$ cat src/rtl/bird_flock_renderer.sv
// bird_flock_renderer
//   Multi-bird sprite engine for the 160x120 duck-hunt playfield. Each frame
//   tick runs a fixed sequence: erase every live bird, one bookkeeping cycle
//   (kill / advance / escape / spawn), then redraw. One pixel per cycle goes
//   straight to vga_adapter.
//
// Ports
//   clock       system clock (CLOCK_50)
//   resetn      synchronous active-low reset
//   frame_tick  one-cycle frame pulse; only honoured while idle
//   spawn_en    allow one spawn in this frame's update cycle
//   spawn_y     spawn row (clamped to 3..116 so the wing stays on screen)
//   kill_valid  one-cycle kill request for slot kill_idx
//   kill_idx    slot to kill
//   x, y        pixel coordinate (held when nothing is plotted)
//   colour      pixel colour
//   plot        pixel write strobe
//   busy        high while a frame sequence runs
//   frame_done  one-cycle pulse in the first idle cycle after a sequence
//   active      per-slot alive flags
//   escaped     one-cycle pulse: at least one bird left the right edge
//   hit         one-cycle pulse: at least one kill was applied
module bird_flock_renderer #(
  parameter int          NUM_BIRDS   = 4,
  parameter int          IDX_W       = 2,
  parameter int          SPEED       = 1,
  parameter logic [2:0]  BIRD_COLOUR = 3'b110,
  parameter logic [2:0]  BG_COLOUR   = 3'b000
) (
  input  logic                 clock,
  input  logic                 resetn,
  input  logic                 frame_tick,
  input  logic                 spawn_en,
  input  logic [6:0]           spawn_y,
  input  logic                 kill_valid,
  input  logic [IDX_W-1:0]     kill_idx,
  output logic [7:0]           x,
  output logic [6:0]           y,
  output logic [2:0]           colour,
  output logic                 plot,
  output logic                 busy,
  output logic                 frame_done,
  output logic [NUM_BIRDS-1:0] active,
  output logic                 escaped,
  output logic                 hit
);

  typedef enum logic [1:0] {IDLE, ERASE, UPDATE, DRAW} state_t;

  localparam logic [IDX_W-1:0] LAST_SLOT = IDX_W'(NUM_BIRDS - 1);

  state_t           state_reg, state_next;
  logic [IDX_W-1:0] slot_reg, slot_next;
  logic [3:0]       pix_reg, pix_next;
  logic             in_update;

  // Per-slot values as they will be after this clock edge. The pixel path
  // reads these so the first DRAW pixel already sees the updated bird.
  logic [7:0]           slot_x_next [NUM_BIRDS];
  logic [6:0]           slot_y_next [NUM_BIRDS];
  logic [NUM_BIRDS-1:0] slot_phase_next;
  logic [NUM_BIRDS-1:0] slot_act_next;
  logic [NUM_BIRDS-1:0] act_vec;
  logic [NUM_BIRDS-1:0] kill_apply;
  logic [NUM_BIRDS-1:0] escape_vec;
  logic [NUM_BIRDS-1:0] spawn_sel;
  logic                 spawn_found;
  logic [6:0]           spawn_y_clamped;

  assign in_update = (state_reg == UPDATE);

  // ---------------- FSM: state register ----------------
  always_ff @(posedge clock) begin
    if (!resetn) begin
      state_reg <= IDLE;
      slot_reg  <= '0;
      pix_reg   <= '0;
    end else begin
      state_reg <= state_next;
      slot_reg  <= slot_next;
      pix_reg   <= pix_next;
    end
  end

  // ---------------- FSM: next state ----------------
  always_comb begin
    state_next = state_reg;
    slot_next  = slot_reg;
    pix_next   = pix_reg;
    unique case (state_reg)
      IDLE: begin
        if (frame_tick) begin
          state_next = ERASE;
          slot_next  = '0;
          pix_next   = '0;
        end
      end
      ERASE, DRAW: begin
        if (pix_reg == 4'd9) begin
          pix_next = '0;
          if (slot_reg == LAST_SLOT) begin
            state_next = (state_reg == ERASE) ? UPDATE : IDLE;
            slot_next  = '0;
          end else begin
            slot_next = slot_reg + 1'b1;
          end
        end else begin
          pix_next = pix_reg + 4'd1;
        end
      end
      UPDATE: begin
        state_next = DRAW;
        slot_next  = '0;
        pix_next   = '0;
      end
      default: state_next = IDLE;
    endcase
  end

  // ---------------- spawn selection ----------------
  assign spawn_y_clamped = (spawn_y < 7'd3)   ? 7'd3   :
                           (spawn_y > 7'd116) ? 7'd116 : spawn_y;

  // Lowest slot that is free at the start of UPDATE; slots freed during this
  // same UPDATE still read as active here, so they wait a frame.
  always_comb begin
    spawn_sel   = '0;
    spawn_found = 1'b0;
    if (in_update && spawn_en) begin
      for (int i = 0; i < NUM_BIRDS; i++) begin
        if (!spawn_found && !act_vec[i]) begin
          spawn_sel[i] = 1'b1;
          spawn_found  = 1'b1;
        end
      end
    end
  end

  // ---------------- bird slots ----------------
  genvar gi;
  generate
    for (gi = 0; gi < NUM_BIRDS; gi++) begin : g_slot
      logic [7:0] x_reg, x_next;
      logic [6:0] y_reg, y_next;
      logic       phase_reg, phase_next;
      logic       act_reg, act_next;
      logic       kill_pend_reg, kill_pend_next;
      logic [8:0] adv_x;
      logic       kill_req, kill_now, esc_now;

      assign adv_x    = {1'b0, x_reg} + 9'(SPEED);
      // Out-of-range indices match no slot; dead slots ignore kills.
      assign kill_req = kill_valid && (kill_idx == IDX_W'(gi)) && act_reg;
      assign kill_now = in_update && act_reg && kill_pend_reg;
      assign esc_now  = in_update && act_reg && !kill_pend_reg && (adv_x >= 9'd165);

      always_comb begin
        x_next     = x_reg;
        y_next     = y_reg;
        phase_next = phase_reg;
        act_next   = act_reg;
        // UPDATE consumes all pending kills; a request landing in that very
        // cycle survives into the next frame.
        kill_pend_next = (kill_pend_reg && !in_update) || kill_req;
        if (kill_now) begin
          act_next = 1'b0;
        end else if (in_update && act_reg) begin
          x_next     = adv_x[7:0];
          phase_next = ~phase_reg;
          if (esc_now) act_next = 1'b0;
        end else if (spawn_sel[gi]) begin
          act_next   = 1'b1;
          x_next     = '0;
          phase_next = 1'b0;
          y_next     = spawn_y_clamped;
        end
      end

      always_ff @(posedge clock) begin
        if (!resetn) begin
          x_reg         <= '0;
          y_reg         <= '0;
          phase_reg     <= 1'b0;
          act_reg       <= 1'b0;
          kill_pend_reg <= 1'b0;
        end else begin
          x_reg         <= x_next;
          y_reg         <= y_next;
          phase_reg     <= phase_next;
          act_reg       <= act_next;
          kill_pend_reg <= kill_pend_next;
        end
      end

      assign slot_x_next[gi]     = x_next;
      assign slot_y_next[gi]     = y_next;
      assign slot_phase_next[gi] = phase_next;
      assign slot_act_next[gi]   = act_next;
      assign act_vec[gi]         = act_reg;
      assign kill_apply[gi]      = kill_now;
      assign escape_vec[gi]      = esc_now;
    end
  endgenerate

  // ---------------- FSM: outputs (pixel for the step being entered) ----------------
  logic [7:0]        sel_x;
  logic [6:0]        sel_y;
  logic              sel_phase, sel_act;
  logic signed [8:0] wing, dx, dy, px_calc, py_calc;
  logic              plot_next;
  logic [2:0]        colour_next;

  always_comb begin
    sel_x     = slot_x_next[slot_next];
    sel_y     = slot_y_next[slot_next];
    sel_phase = slot_phase_next[slot_next];
    sel_act   = slot_act_next[slot_next];
    wing      = sel_phase ? -9'sd1 : 9'sd1;
    dx        = 9'sd0;
    dy        = 9'sd0;
    case (pix_next)
      4'd1:    dy = 9'sd1;
      4'd2:    dx = -9'sd1;
      4'd3:    dx = -9'sd2;
      4'd4:    dx = -9'sd3;
      4'd5:    dx = -9'sd4;
      4'd6:    dx = -9'sd5;
      4'd7:    begin dx = -9'sd3; dy = wing;                  end
      4'd8:    begin dx = -9'sd4; dy = wing <<< 1;            end
      4'd9:    begin dx = -9'sd5; dy = wing + (wing <<< 1);   end
      default: begin dx = 9'sd0;  dy = 9'sd0;                 end
    endcase
    px_calc     = $signed({1'b0, sel_x}) + dx;
    py_calc     = $signed({2'b0, sel_y}) + dy;
    plot_next   = ((state_next == ERASE) || (state_next == DRAW)) && sel_act &&
                  (px_calc >= 9'sd0) && (px_calc <= 9'sd159) &&
                  (py_calc >= 9'sd0) && (py_calc <= 9'sd119);
    colour_next = (state_next == DRAW) ? BIRD_COLOUR : BG_COLOUR;
  end

  logic [7:0] x_reg;
  logic [6:0] y_reg;
  logic [2:0] colour_reg;
  logic       plot_reg, busy_reg, frame_done_reg, escaped_reg, hit_reg;

  always_ff @(posedge clock) begin
    if (!resetn) begin
      x_reg          <= '0;
      y_reg          <= '0;
      colour_reg     <= '0;
      plot_reg       <= 1'b0;
      busy_reg       <= 1'b0;
      frame_done_reg <= 1'b0;
      escaped_reg    <= 1'b0;
      hit_reg        <= 1'b0;
    end else begin
      plot_reg <= plot_next;
      if (plot_next) begin
        x_reg      <= px_calc[7:0];
        y_reg      <= py_calc[6:0];
        colour_reg <= colour_next;
      end
      busy_reg       <= (state_next != IDLE);
      frame_done_reg <= (state_reg == DRAW) && (state_next == IDLE);
      escaped_reg    <= |escape_vec;
      hit_reg        <= |kill_apply;
    end
  end

  assign x          = x_reg;
  assign y          = y_reg;
  assign colour     = colour_reg;
  assign plot       = plot_reg;
  assign busy       = busy_reg;
  assign frame_done = frame_done_reg;
  assign escaped    = escaped_reg;
  assign hit        = hit_reg;
  assign active     = act_vec;

endmodule
$ cat config.mk
export PLATFORM = sky130hd
export DESIGN_NAME = bird_flock_renderer
export DESIGN_NICKNAME = d
export VERILOG_FILES = /design/src/rtl/bird_flock_renderer.sv
export SDC_FILE = /design/constraint.sdc
export NUM_CORES = 1
export LEC_CHECK = 0
export BUFFER_PORTS_ARGS = -buffer_cell sky130_fd_sc_hd__buf_4
export CAP_MARGIN = 0
export CORE_MARGIN = 3
export CORE_UTILIZATION = 25
export CTS_CLUSTER_SIZE = 28
export DETAILED_ROUTE_END_ITERATION = 12
export GPL_TIMING_DRIVEN = 0
export SLEW_MARGIN = 0
export SYNTH_ARGS = -nofsm -noshare
export SYNTH_HDL_FRONTEND = slang
export SYNTH_SLANG_ARGS = --single-unit
export TNS_END_PERCENT = 50
$ cat constraint.sdc
create_clock -name clock -period 8.4 [get_ports clock]
set_clock_uncertainty 0.1 [all_clocks]
set_input_delay 1.68 -clock clock [delete_from_list [all_inputs] [get_ports clock]]
set_output_delay 1.68 -clock clock [all_outputs]
set_load 0.02 [all_outputs]
==> results of run 1 <==
power by group:
group | internal [uW] | switching [uW]
Combinational | 17.4 | 36.3
Clock | 235 | 205
Sequential | 480 | 2.82
routing by layer:
metal  up-vias  wire, microns  global-route usage
li1       3042              -                   -
met2       168           8320               0.205
met5         -              0                   0
met4         0            316              0.0362
met1      2927           9030               0.192
met3        23           1230              0.0320
cell type report:
type                    count  area [sq um]  area share
well taps                 330           413      0.0555
flip-flops and latches    101          2020       0.272
plain buffers              56           263      0.0353
repair buffers             35           263      0.0353
clock buffers               9           225      0.0303
inverters                  18          67.6     0.00908
multi-input cells         655          4110       0.553
clock inverters             7          77.6      0.0104
cells in the final DEF, fill, tap and decap left out, drive strengths merged, types with 4 or more instances in the layout:
cell type    n
nand2      106
dfxtp      101
nor2        94
o21ai       80
buf         50
clkbuf      50
a21oi       47
mux2i       31
and2        29
ha          27
nand3       21
inv         21
nand2b      13
o31ai       13
nor3        13
and3        12
a31oi       11
a211oi      11
xor2         9
o211ai       9
xnor2        9
nor3b        8
nand4        7
nor2b        7
nand3b       6
nor4         6
a21o         6
a22oi        5
o21a         5
or2          5
o22ai        5
o21bai       5
nand4b       5
a211o        4
final timing paths:
| check | depth (start not counted) | startpoint | to | slack [ns] |
|---|---|---|---|---|
| min | 2 | g_slot[1].y_reg[6]$_SDFF_PN0_ | g_slot[1].y_reg[6]$_SDFF_PN0_ | 0.36 |
| max | 17 | spawn_en | x[4]$_SDFFE_PN0P_ | 2.05 |
| min reg2reg | 2 | g_slot[1].y_reg[6]$_SDFF_PN0_ | g_slot[1].y_reg[6]$_SDFF_PN0_ | 0.36 |
| max reg2reg | 19 | state_reg[0]$_SDFF_PN0_ | x[4]$_SDFFE_PN0P_ | 2.45 |
worst register-to-register path: cells and delay by family (launching register included):
family / cells / cell delay, ns
flip-flops: 1 / 0.36
AO/OA/AOI/OAI: 5 / 0.90
AND/OR/NAND/NOR: 7 / 2.13
multiplexers: 2 / 0.90
adder cells (fa/ha/maj): 2 / 0.72
buffers and inverters: 3 / 0.74
metrics by stage:
step	hold slack, ns	instances	worst slack, ns	power, uW
after global placement	0.342	1195	1.37	547
after global routing	0.378	1211	1.73	1010
after detailed placement	0.347	1195	1.42	547
final	0.357	1211	2.05	977
after floorplan	0.332	830	2.75	526
after CTS	0.357	1211	1.80	984
kinds of logic (layout without fill, tap and decap cells):
| family | count (synthesis) | count (layout) |
|---|---|---|
| simple gates | 347 | 347 |
| buf+inv | 74 | 125 |
| xor+xnor | 18 | 18 |
| fa+ha+maj | 30 | 30 |
| compound gates | 223 | 223 |
| mux | 36 | 36 |
| flops | 101 | 101 |
| other cells | 1 | 1 |
==> flow_metrics.tcl, run 1 <==
set metrics [dict create \
    status "completed" \
    hold_violations 0 \
    fillers 2668 \
    wire_per_inst_microns 15.6 \
    placed_area_sq_um 7140 \
    portBuffers 35 \
    drt_wl_total_microns 18900 \
    avgSynthCellArea_sq_um 7.78 \
    cp_num_buf_inv 3 \
    setup_viol 0 \
    required_ns 8.55 \
    hp-class "flip-flop to flip-flop" \
    fin_util 0.294 \
    drive_gt1_frac 0.0999 \
    synth_top_family_by_area "simple AND/OR/NAND/NOR gates" \
    drt_iter0_markers 668 \
    synth-seq-area-share 0.313 \
    synth-simple-area-share 0.271 \
    p_per_area_nw_per_um2 131 \
    yosys.area_share.adder 0.0600 \
    synth_compound_area_frac 0.216 \
    post_cts_buffers 0 \
    fp.dieArea_sq_um 27800 \
    ctsRootBufferMaster "clkbuf_16" \
    maxSlewViolCount 0 \
    cp_max_fo 10 \
    yosys.area_share.xor_xnor 0.0244 \
    ys_top_cells_by_area "dfxtp_1 31%, nand2_1 6.1%, o21ai_0 5.9%, nor2_1 5.5%, ha_1 5.2%" \
    synth_cells 830 \
    rows 58 \
    synth_top_area_frac 0.313 \
    synth_ff_type "dfxtp_1" \
    cts_tree "done" \
    tightest_slew_ns 1.12 \
    syn_nets 873 \
    post-route-cell-area_sq_um 7440 \
    clock_latency_ns 0.37 \
    finalNetCount 919 \
    path_cells "buf_4, nand4b_4, nor3_4, clkbuf_1, nor2_1, mux4_2, ha_1, fa_1, a211oi_1, o21bai_1, a211oi_1, o21bai_1, or3b_1, and4_1, buf_1, nand3_4, mux2_1" \
    syn_to_final_growth_pct 15.2 \
    routed_via_density 5.09 \
    num_vias 6160 \
    fin_crit_ns 6.35 \
    cts_buffer_depth 2 \
    cts_buffers 9 \
    yosys-top-cells-count "105 x nand2_1, 101 x dfxtp_1, 94 x nor2_1" \
    ys_ff_latch 101 \
    drv_cap 0 \
    path_delay_family "simple AND/OR/NAND/NOR gates" \
    num_antenna_cells 0 \
    hpwl_microns 14200 \
    synthesis.area_sq_um 6460 \
    htree_levels 3 \
    start_util 0.255 \
    tns_ns 0 \
    yosysMostFrequentCell "nand2_1" \
    core_sq_um 25300 \
    grt_usage 0.135 \
    grt_max_degree 19 \
    slowest_delay_ns 0.60 \
    critPathLaunchType "primary input" \
    grt_pass1_vias 5658 \
    synth_edf_count 0 \
    antenna_found_initial 0 \
    cts-resized-gates 0 \
    cts_sinks 101 \
    setup.worst_path.class "primary input to flip-flop" \
    cts_hold_buf 0 \
    drc_errors 0 \
    synth_mux_area_frac 0.0639 \
    rsz0062_at_grt "false" \
    largest_reg_flops 32 \
    dr.pass1.iters 6 \
    synth_top_area_cell "dfxtp_1" \
    grt_pass1_wl_microns 30500 \
    antenna_left 0 \
    ir_drop_v 0.0000922 \
    io_pins 41 \
    yosys_warnings 0 \
    cp_slowest_cell "clkbuf_1" \
    overflow 0 \
    fin_crit_sh 0.756 \
    crit_path_end_kind "flip-flop" \
    slew_headroom 0.255 \
    p_leak_uw 0.00281 \
    place_congestion 0.948 \
    cp.arrival_ns 6.50 \
    max_freq_mhz 158 \
    clkTransAtPathRegs_ns 0.07 \
    ys_types 78 \
    die-height_microns 167 \
    async_flop_share 0 \
    die_x_microns 167 \
]
Note: power is estimated with default switching activity, not from simulation.
==> run 2: changes to the inputs <==
==> constraint.sdc (replaced) <==
create_clock -name clock -period 6.3 [get_ports clock]
set_clock_uncertainty 0.1 [all_clocks]
set_input_delay 1.26 -clock clock [delete_from_list [all_inputs] [get_ports clock]]
set_output_delay 1.26 -clock clock [all_outputs]
set_load 0.02 [all_outputs]
==> flow_metrics.tcl, run 2 (same netlist as run 1, synthesis figures left out) <==
set metrics [dict create \
    hpwl_microns 14200 \
    grt_pass1_wl_microns 30500 \
    rsz0062_at_grt "false" \
    drt_wl_total_microns 18800 \
    drt_iter0_markers 661 \
    status "completed" \
    tns_ns 0 \
    fin_util 0.294 \
    layout_commonest_cell "nand2_1" \
    power.switching_uw 326 \
    finalNetCount 919 \
    num_vias 6154 \
    portBuffers 35 \
    htree_levels 3 \
    seqPwrFrac 0.494 \
    slew_headroom 0.395 \
    fin_crit_sh 0.942 \
    post_cts_buffers 0 \
    antenna_left 0 \
    total_power_uw 1300 \
    grt_usage 0.135 \
    combinationalPowerShare 0.055 \
    grt_pass1_vias 5658 \
    hold_violations 0 \
    io_pins 41 \
    reg2reg_setup_slack_ns 0.49 \
    hp-class "flip-flop to flip-flop" \
    required_ns 6.46 \
    place_congestion 0.948 \
    cts_sinks 101 \
    fillers 2666 \
    cp_max_fo 10 \
    drive_gt1_frac 0.102 \
    die_x_microns 167 \
    max_freq_mhz 168 \
    overflow 0 \
    cts_tree "done" \
    largest_reg_flops 32 \
    die-height_microns 167 \
    clock_latency_ns 0.37 \
    maxSlewViolCount 0 \
    wire_per_inst_microns 15.6 \
    critPathLaunchType "primary input" \
    num_antenna_cells 0 \
    clkTransAtPathRegs_ns 0.07 \
    p_int_uw 977 \
    core_sq_um 25300 \
    rows 58 \
    cts_buffers 9 \
    syn_to_final_growth_pct 15.4 \
    hold_ws_ns 0.357 \
    p_per_area_nw_per_um2 175 \
    power_switching_share 0.250 \
    placed_area_sq_um 7140 \
    cts-resized-gates 0 \
    crit_path_end_kind "flip-flop" \
    clockPowerShare 0.451 \
    fp.dieArea_sq_um 27800 \
    drv_cap 0 \
    start_util 0.255 \
    cts_hold_buf 0 \
    tightest_slew_ns 0.907 \
    grt_max_degree 19 \
    p_leak_uw 0.00281 \
    antenna_found_initial 0 \
    layout_common_cells "105 x nand2_1, 101 x dfxtp_1, 94 x nor2_1" \
    cp.arrival_ns 6.09 \
    setup_viol 0 \
    dr.pass1.iters 5 \
    drc_errors 0 \
    setup.worst_path.class "primary input to flip-flop" \
    fin_crit_ns 5.94 \
    ir_drop_v 0.000125 \
    routed_via_density 5.08 \
    post-route-cell-area_sq_um 7450 \
    ctsRootBufferMaster "clkbuf_16" \
    cts_buffer_depth 2 \
]
[run 2: power groups by stage]
stage               combinational, uW  sequential (uW)  clock [uW]
global route                     78.6              644         625
floorplan                        42.6              658           0
finish                           71.5              644         588
CTS                              70.8              644         598
global placement                 70.3              659           0
detailed placement               70.4              659           0
[run 2: worst max-delay path, cell delays in order]
cell	delay, ns
buf_4	0.13
nand4b_4	0.18
nor3_4	0.44
clkbuf_1	0.61
nor2_1	0.20
mux4_2	0.55
ha_1	0.27
fa_1	0.45
a211oi_1	0.32
o21bai_1	0.14
a211oi_1	0.24
o21bai_1	0.09
or3b_1	0.20
and4_1	0.17
buf_1	0.25
nand3_4	0.22
mux2_1	0.36
[run 2: stage by stage]
step	setup slack, ns	instances
global route	0.0320	1211
floorplan	1.07	830
CTS	0.0405	1211
finish	0.365	1211
global placement	-0.309	1195
detailed placement	-0.256	1195
[run 2: final timing paths]
| check | end | cells past startpoint | from |
|---|---|---|---|
| max | x[4]$_SDFFE_PN0P_ | 17 | spawn_en |
| min | g_slot[1].y_reg[6]$_SDFF_PN0_ | 2 | g_slot[1].y_reg[6]$_SDFF_PN0_ |
| max reg2reg | x[4]$_SDFFE_PN0P_ | 19 | state_reg[0]$_SDFF_PN0_ |
| min reg2reg | g_slot[1].y_reg[6]$_SDFF_PN0_ | 2 | g_slot[1].y_reg[6]$_SDFF_PN0_ |
[run 2: per-layer routing]
metal | vias up | share of wire | GRT usage
li1 | 3039 | - | -
met1 | 2936 | 0.48 | 0.192
met2 | 156 | 0.44 | 0.205
met3 | 23 | 0.059 | 0.0320
met4 | 0 | 0.019 | 0.0362
met5 | - | 0 | 0
[run 2: final cells by class]
cell class / instances / area, sq um / share of cell area
well taps: 330 / 413 / 0.0554
inverters: 18 / 67.6 / 0.00906
plain buffers: 56 / 263 / 0.0352
clock inverters: 7 / 77.6 / 0.0104
repair buffers: 35 / 263 / 0.0352
flip-flops and latches: 101 / 2020 / 0.271
multi-input cells: 655 / 4120 / 0.553
clock buffers: 9 / 225 / 0.0302
